File: src/rtl/generic_sc_upsize_fifo.sv
// Single-clock width-widening FIFO: narrow words in, packed wide words out (first word in LSBs).
// Optional show-ahead read port selected by defining UPSIZE_FIFO_SHOWAHEAD_EN.
module generic_sc_upsize_fifo #(
  parameter int RD_ADDR_W = 5,
  parameter int WR_DATA_W = 16,
  parameter int RD_DATA_W = 32
) (
  input  logic                               clk_i,
  input  logic                               rst_i,
  input  logic                               wr_en_i,
  input  logic [WR_DATA_W-1:0]               wr_data_i,
  output logic [RD_ADDR_W+$clog2(RD_DATA_W/WR_DATA_W):0] wr_usedw_o,
  output logic                               wr_empty_o,
  output logic                               wr_full_o,
  input  logic                               rd_en_i,
  output logic [RD_DATA_W-1:0]               rd_data_o,
  output logic [RD_ADDR_W:0]                 rd_usedw_o,
  output logic                               rd_empty_o,
  output logic                               rd_full_o
);

  localparam int DATA_RATIO = RD_DATA_W / WR_DATA_W;
  localparam int EXTEND_W   = $clog2(DATA_RATIO);
  localparam int WR_ADDR_W  = RD_ADDR_W + EXTEND_W;
  localparam int CNT_W      = WR_ADDR_W + 1;

  localparam logic [CNT_W-1:0] CNT_FULL  = CNT_W'(2 ** WR_ADDR_W);
  localparam logic [CNT_W-1:0] CNT_RATIO = CNT_W'(DATA_RATIO);

  logic [RD_DATA_W-1:0] mem_q [2**RD_ADDR_W];

  logic [WR_ADDR_W-1:0] wr_ptr_q, wr_ptr_d;
  logic [RD_ADDR_W-1:0] rd_ptr_q, rd_ptr_d;
  logic [CNT_W-1:0]     cnt_q, cnt_d;

  logic                 wr_full, rd_empty;
  logic                 wr_accept, rd_accept;
  logic [EXTEND_W-1:0]  wr_lane;
  logic [RD_ADDR_W-1:0] wr_row;

  // Flags come only from the registered count, never from the enables.
  assign wr_full   = (cnt_q == CNT_FULL);
  assign rd_empty  = (cnt_q < CNT_RATIO);
  assign wr_accept = wr_en_i && !wr_full;
  assign rd_accept = rd_en_i && !rd_empty;

  assign wr_lane = wr_ptr_q[EXTEND_W-1:0];
  assign wr_row  = wr_ptr_q[WR_ADDR_W-1:EXTEND_W];

  always_comb begin
    wr_ptr_d = wr_ptr_q;
    rd_ptr_d = rd_ptr_q;
    cnt_d    = cnt_q;
    if (wr_accept) wr_ptr_d = wr_ptr_q + 1'b1;
    if (rd_accept) rd_ptr_d = rd_ptr_q + 1'b1;
    // One count in narrow units; a wide read removes DATA_RATIO of them.
    case ({wr_accept, rd_accept})
      2'b10:   cnt_d = cnt_q + 1'b1;
      2'b01:   cnt_d = cnt_q - CNT_RATIO;
      2'b11:   cnt_d = cnt_q + 1'b1 - CNT_RATIO;
      default: cnt_d = cnt_q;
    endcase
  end

  // NOTE: state flops use non-blocking assignments so every flop samples pre-edge values.
  always_ff @(posedge clk_i or posedge rst_i) begin
    if (rst_i) begin
      wr_ptr_q <= '0;
      rd_ptr_q <= '0;
      cnt_q    <= '0;
    end else begin
      wr_ptr_q <= wr_ptr_d;
      rd_ptr_q <= rd_ptr_d;
      cnt_q    <= cnt_d;
    end
  end

  // NOTE: the storage array has no reset; the count alone defines what is valid.
  always_ff @(posedge clk_i) begin
    if (wr_accept) mem_q[wr_row][int'(wr_lane)*WR_DATA_W +: WR_DATA_W] <= wr_data_i;
  end

`ifdef UPSIZE_FIFO_SHOWAHEAD_EN
  // Head row is presented straight from storage; a pop advances rd_ptr to the next row.
  assign rd_data_o = mem_q[rd_ptr_q];
`else
  logic [RD_DATA_W-1:0] rd_data_q, rd_data_d;

  always_comb begin
    rd_data_d = rd_data_q;
    if (rd_accept) rd_data_d = mem_q[rd_ptr_q];
  end

  always_ff @(posedge clk_i or posedge rst_i) begin
    if (rst_i) rd_data_q <= '0;
    else       rd_data_q <= rd_data_d;
  end

  assign rd_data_o = rd_data_q;
`endif

  assign wr_usedw_o = cnt_q;
  assign wr_empty_o = (cnt_q == '0);
  assign wr_full_o  = wr_full;
  assign rd_usedw_o = cnt_q[CNT_W-1:EXTEND_W];
  assign rd_empty_o = rd_empty;
  assign rd_full_o  = wr_full;

endmodule

File: config.mk
export PLATFORM = sky130hd
export DESIGN_NAME = generic_sc_upsize_fifo
export DESIGN_NICKNAME = d
export VERILOG_FILES = /design/src/rtl/generic_sc_upsize_fifo.sv
export SDC_FILE = /design/constraint.sdc
export NUM_CORES = 1
export LEC_CHECK = 0
export CAP_MARGIN = 10
export CORE_MARGIN = 2
export CORE_UTILIZATION = 56
export DETAILED_ROUTE_END_ITERATION = 8
export PLACE_DENSITY = 0.77
export SETUP_SLACK_MARGIN = 0.2
export SLEW_MARGIN = 25
export SYNTH_ARGS = -nofsm -noshare
export SYNTH_HDL_FRONTEND = slang
export SYNTH_SLANG_ARGS = --single-unit
File: constraint.sdc
create_clock -name clk_i -period 2.4 [get_ports clk_i]
set_input_delay 0.6 -clock clk_i [delete_from_list [all_inputs] [get_ports clk_i]]
set_output_delay 0.6 -clock clk_i [all_outputs]
set_load 0.02 [all_outputs]
==> results of run 1 <==
## flip-flops by register name, summed over array words and instances (netlist names)
signal,flops
wr_ptr_q,6
wr_usedw_o,7
rd_data_o,32
mem_q,1024
rd_ptr_q,5
## repair_timing
item | 4_1_cts | 5_1_grt
gates resized for setup | 239 | 22
buffers inserted | 12 | 5
pin swaps | 49 | 17
setup endpoints to repair | 83 | 1074
endpoints found under the hold margin | 0 | 0
cloned | 7 | 6
## stage by stage
step	total power, µW	hold slack (ns)
after floorplan	34800	0.458
final	59700	0.337
after detailed placement	42700	0.505
after CTS	59300	0.335
after global routing	61400	0.357
after global placement	42200	0.479
## layout by cell type (no fill, tap or decap), types with 19 or more instances in the layout
cell and count:
a211oi_1 28, buf_12 105, buf_4 134, buf_6 20
clkbuf_1 19, clkbuf_16 105, clkdlybuf4s50_1 19, clkinv_1 21
clkinv_2 20, dfrtp_1 40, dlygate4sd2_1 41, edfxtp_1 1024
mux2i_1 252, mux4_2 159, nor2_4 57, nor3_1 32
o211a_1 31, o21ai_0 20, o21ai_2 23, o22ai_1 96
## final cells by class
cell class                      count  area [µm²]  share of cell area, %
Sequential cell                  1074       32000                   63.0
Multi-Input combinational cell    891        9900                   19.5
Timing Repair Buffer              344        4420                   8.70
Clock buffer                      124        2640                   5.20
Tap cell                          969        1210                   2.39
Clock inverter                     60         572                   1.13
Inverter                            8        30.0                 0.0591
Antenna cell                        1        2.50                0.00493
## kinds of logic (layout without fill, tap and decap cells)
group	count (synthesis)	count (layout)	share of synthesized area, %
AOI/OAI and AO/OA	235	235	3.70
DFF	1074	1074	76.8
adders and majority gates	7	7	0.210
xor gates and xnor gates	21	21	0.441
muxes	417	417	14.8
buffers and inverters	142	536	1.60
and+or+nand+nor	211	211	2.50
other	0	1	0
## worst max-delay path by stage
stage / cells after the start / startpoint / end / slack, ns
floorplan: 4 / wr_ptr_q[4] / mem_q[8][16] / 0.002
global placement: 8 / rd_en_i / rd_data_o[13] / -0.16
detailed placement: 8 / rd_en_i / rd_data_o[5] / -0.17
CTS: 5 / wr_usedw_o[1] / rd_empty_o / -0.15
global route: 5 / wr_usedw_o[1] / rd_empty_o / -0.20
finish: 5 / wr_usedw_o[1] / rd_empty_o / -0.12
## critical path, stage by stage, from the launching register on
cell and delay, ns:
dfrtp_2 0.41, inv_2 0.08, ha_4 0.14, or3b_4 0.38
nor3_2 0.11, buf_4 0.16
## per-layer routing
| metal | share of wire, % | up-vias | GRT usage [%] |
|---|---|---|---|
| li1 | - | 9234 | - |
| met1 | 38 | 11621 | 39.0 |
| met2 | 48 | 1508 | 44.0 |
| met3 | 11 | 201 | 5.15 |
| met4 | 3.2 | 4 | 9.82 |
| met5 | 0.020 | - | 0 |
## report_power, final
group | leakage (µW) | switching [µW] | total [µW] | internal, µW
registers | 0.00992 | 906 | 23800 | 22900
clock network | 0.00157 | 6800 | 15700 | 8890
logic | 0.00578 | 11700 | 20200 | 8450
total | 0.0173 | 19500 | 59700 | 40300
==> flow_metrics.py, run 1 <==
metrics = {
    "timing": {
        "period_share_pct": 105,
        "finalCriticalPeriod_ns": 2.52,
        "finalMaxSlewViolations": 0,
        "hold_violations": 0,
        "fin_ws_ns": -0.124,
        "setup_viol_count_final": 384,
        "rsz0062_at_grt": "yes",
        "slew_headroom_pct": 39.9,
        "max_freq_ghz": 0.396,
        "tightest_slew_ns": 0.901,
        "fin_setup_tns_ns": -15.86,
        "clock_skew_ns": 0.0320,
    },
    "place": {
        "io_buffers": 68,
        "placedInstanceArea_um2": 46500,
        "dp_hpwl_mm": 59.9,
        "place.gp.congestion": 0.852,
        "pre_cts_slack_ns": -0.170,
        "dp_cells": 3256,
    },
    "cells_and_area": {
        "fin_area_um2": 50800,
        "layout.nets": 2444,
        "fill_cells": 4308,
        "layout-drive-gt1-share_pct": 29.9,
        "final_cells": 3471,
        "final_util_pct": 68.6,
        "area.growth.synth_to_final_pct": 21.9,
    },
    "worst_setup_path": {
        "r2r_end": "rd_data_o[2]",
        "r2r.worst_path.cells": 12,
        "required_ns": 1.80,
        "crit_arrival_ns": 1.92,
        "crit_fanout": 2,
        "rrSetupSlack_ns": -0.10,
        "crit_path_end_kind": "output port",
        "worstSetupStartpointType": "flop",
        "r2r-start": "wr_usedw_o[1]",
        "critPathKind": "flop to output port",
    },
    "run_status": {
        "violations": "negative setup slack",
        "status": "finished, violations left",
    },
    "yosys": {
        "synthCells": 2107,
        "yosysTopAreaCellShare_pct": 73.8,
        "syn_nets": 2134,
        "ys.flop_type": "edfxtp_1",
        "synth.most_common_cell": "edfxtp_1",
        "synth_cell_types": 40,
        "synth_edf_count": 1024,
        "avgSynthCellArea_um2": 19.8,
        "yosys.area.top_type": "edfxtp_1",
        "netlist_top_cells_area": "edfxtp_1, mux4_2, mux2i_1",
        "synth-seq-area-share_pct": 76.8,
        "synthArstFlopShare_pct": 4.66,
        "syn_area_um2": 41700,
        "ys_warn_count": 0,
        "synth_seq_cells": 1074,
        "synthTopCellsByCount": "edfxtp_1, mux2i_1, mux4_2",
    },
    "cts": {
        "cts_buffer_depth": 3,
        "cts_tree": "built",
        "cts_sinks": 1074,
        "cts.clk_slew.worst_paths_ns": 0.07,
        "cts_buffers": 98,
        "clockRootBuffer": "clkbuf_16",
        "hold_buffers": 0,
        "h-tree-depth": 3,
        "clkLatencyLatePin_ns": 0.67,
    },
    "route": {
        "wl_mm": 107,
        "drcViolationCount": 0,
        "drtPass1Iterations": 6,
        "drt_iter0_markers": 2906,
        "via_per_inst": 6.50,
        "routedWlPerCell_um": 30.8,
        "vias": 22568,
        "drt.antenna.violating_nets": 0,
    },
    "die": {
        "dieArea_um2": 76600,
        "rows": 100,
        "start_util_pct": 56.3,
        "core_um2": 74100,
        "die_w_um": 277,
        "io_pins": 69,
        "die_h_um": 277,
    },
    "grt": {
        "grt_start_max_net_pins": 68,
        "antenna_found_initial": 4,
        "grt_pass1_vias": 22776,
        "grt.total_usage_pct": 27.7,
        "grt_overflow": 0,
        "grt_pass1_wl_mm": 154,
    },
    "hold_path": {
        "hold_path_class": "input port to async pin",
    },
    "power_and_ir_drop": {
        "ir_drop_mv": 0.742,
        "power.leakage_uw": 0.0173,
        "p_per_area_nw_per_um2": 1180,
    },
    "job": {
        "cap_violations": 0,
    },
}
No activity file was read; power rests on OpenSTA's default activity.
==> run 2, diff against run 1 <==
==> constraint.sdc (replaced) <==
create_clock -name clk_i -period 2.4 [get_ports clk_i]
set_input_delay 0.24 -clock clk_i [delete_from_list [all_inputs] [get_ports clk_i]]
set_output_delay 0.24 -clock clk_i [all_outputs]
set_load 0.02 [all_outputs]
==> run 2 against run 1 <==
Against the previous run: the flow now finishes without violations; utilization increased by 0.16 points; combinational power increased by 2%; worst hold slack improved by 0.067 ns; largest cell class unchanged; largest power group unchanged.
==> flow_metrics.py, run 2 (synthesis gave the netlist of run 1 again) <==
metrics = {
    "die": {
        "io_pins": 69,
        "dieArea_um2": 76600,
        "die_h_um": 277,
        "core_um2": 74100,
        "die_w_um": 277,
        "rows": 100,
        "start_util_pct": 56.3,
    },
    "grt": {
        "antenna_found_initial": 1,
        "grt_overflow": 0,
        "grt_pass1_wl_mm": 156,
        "grt_pass1_vias": 22635,
        "grt_start_max_net_pins": 66,
        "grt.total_usage_pct": 28.0,
    },
    "power_and_ir_drop": {
        "ir_drop_mv": 0.986,
        "power.leakage_uw": 0.0171,
        "p_per_area_nw_per_um2": 1190,
    },
    "cts": {
        "cts_buffer_depth": 3,
        "cts_sinks": 1074,
        "h-tree-depth": 3,
        "clockRootBuffer": "clkbuf_16",
        "clkLatencyLatePin_ns": 0.66,
        "cts.clk_slew.worst_paths_ns": 0.07,
        "cts_tree": "built",
        "cts_buffers": 98,
    },
    "place": {
        "dp_hpwl_mm": 58.3,
        "pre_cts_slack_ns": -0.176,
        "place.gp.congestion": 0.854,
        "io_buffers": 68,
    },
    "hold_path": {
        "hold_path_class": "input port to async pin",
    },
    "timing": {
        "finalMaxSlewViolations": 0,
        "fin_ws_ns": 0.0238,
        "clock_skew_ns": 0.0217,
        "setup_viol_count_final": 0,
        "max_freq_ghz": 0.421,
        "fin_setup_tns_ns": 0,
        "slew_headroom_pct": 37.7,
        "period_share_pct": 99.0,
        "rsz0062_at_grt": "yes",
        "finalCriticalPeriod_ns": 2.38,
        "hold_violations": 0,
        "tightest_slew_ns": 0.934,
    },
    "worst_setup_path": {
        "crit_path_end_kind": "flop",
        "cp_cell_sequence": "inv_4 > ha_4 > or3b_4 > o31a_4 > nand2b_4 > buf_12 > buf_16 > buf_6 > a211oi_4 > o21ai_2 > o211a_1",
        "r2r_end": "rd_data_o[31]",
        "cpMaxStageDelayCell": "dfrtp_2",
        "required_ns": 2.99,
        "rrSetupSlack_ns": 0.02,
        "r2r-start": "wr_usedw_o[1]",
        "r2r.worst_path.cells": 11,
        "crit_arrival_ns": 2.96,
        "critPathKind": "flop to flop",
        "max_stage_delay_ns": 0.42,
        "worstSetupStartpointType": "flop",
        "crit_fanout": 8,
    },
    "route": {
        "routedWlPerCell_um": 32.7,
        "vias": 23006,
        "via_per_inst": 6.71,
        "wl_mm": 112,
        "drt_iter0_markers": 2922,
        "drt.antenna.violating_nets": 0,
        "drtPass1Iterations": 7,
        "drcViolationCount": 0,
    },
    "cells_and_area": {
        "area.growth.synth_to_final_pct": 22.1,
        "fill_cells": 4196,
        "antenna_cells": 0,
        "layout.nets": 2402,
        "layout-drive-gt1-share_pct": 30.1,
        "multi_input_area_um2": 10100,
        "layout_common_cells": "edfxtp_1, mux2i_1, mux4_2",
        "largest_register_ffs": 1024,
        "regArea_um2": 32000,
        "layout_commonest_cell": "edfxtp_1",
        "largest-register": "mem_q",
    },
    "run_status": {
        "status": "complete, no violations",
    },
    "job": {
        "cap_violations": 0,
    },
}
run 2: cell count changes in the layout (fill, tap and decap cells not counted), sizes merged, moves of 4 or more:
cell / before / now
clkdlybuf4s50: 19 / 64
buf: 274 / 221
inv: 12 / 8
dlygate4sd2: 41 / 0
clkinv: 42 / 46
clkdlybuf4s15: 4 / 0
clkbuf: 129 / 138
run 2: final cells by class:
type / count / share of cell area [%]
Sequential cell: 1074 / 62.9
Tap cell: 969 / 2.38
Clock buffer: 124 / 5.34
Clock inverter: 60 / 1.05
Multi-Input combinational cell: 891 / 19.8
Timing Repair Buffer: 302 / 8.46
Inverter: 8 / 0.0639
run 2: worst max path at each step:
stage / startpoint / endpoint / slack, ns
3_3_place_gp: rd_ptr_q[0] / rd_data_o[10] / -0.19
6_report: wr_usedw_o[1] / rd_data_o[31] / 0.02
3_5_place_dp: rd_ptr_q[0] / rd_data_o[10] / -0.18
2_1_floorplan: wr_ptr_q[4] / mem_q[8][16] / 0.002
4_1_cts: rd_ptr_q[1] / rd_data_o[0] / 0.06
5_1_grt: wr_usedw_o[2] / mem_q[17][30] / -0.03
run 2: worst max-delay path, delay by kind of cell, from the launching register on:
kind	cells	cell delay, ns
AO/OA/AOI/OAI	4	0.69
AND/OR/NAND/NOR	2	0.55
buffers and inverters	4	0.52
flip-flops	1	0.42
adder cells (fa/ha/maj)	1	0.13
run 2: through the flow:
step / total power, µW / hold slack [ns] / std cells / instance area, µm² / util [%]
final: 60500 / 0.404 / 3428 / 50900 / 68.7
after global routing: 62000 / 0.456 / 3428 / 50900 / 68.7
after CTS: 58800 / 0.391 / 3404 / 50100 / 67.6
after detailed placement: 41700 / 0.488 / 3183 / 45800 / 61.8
after global placement: 41200 / 0.482 / 3183 / 45800 / 61.8
after floorplan: 34800 / 0.447 / 2107 / 42100 / -
run 2: metal layers:
| metal | track usage (%) | vias up | routed length, µm |
|---|---|---|---|
| met5 | 0 | - | 0 |
| met2 | 45.7 | 1716 | 55300 |
| met1 | 38.3 | 11876 | 39900 |
| met4 | 10.3 | 0 | 4460 |
| li1 | - | 9126 | - |
| met3 | 4.98 | 288 | 12400 |
run 2: what timing repair did:
item                       CTS  global route
gates cloned                 9            13
resized for setup          160            89
hold buffers                 1             0
setup buffers               27            11
setup endpoints to repair  405          1069
hold endpoints to repair     6             0
pin swaps                   23            31
run 2: report_power, final:
| part | total, µW | leakage, µW | switching [µW] | internal, µW |
|---|---|---|---|---|
| Sequential | 23800 | 0.00992 | 871 | 23000 |
| Combinational | 20700 | 0.00559 | 12000 | 8690 |
| Clock | 15900 | 0.00160 | 6820 | 9080 |
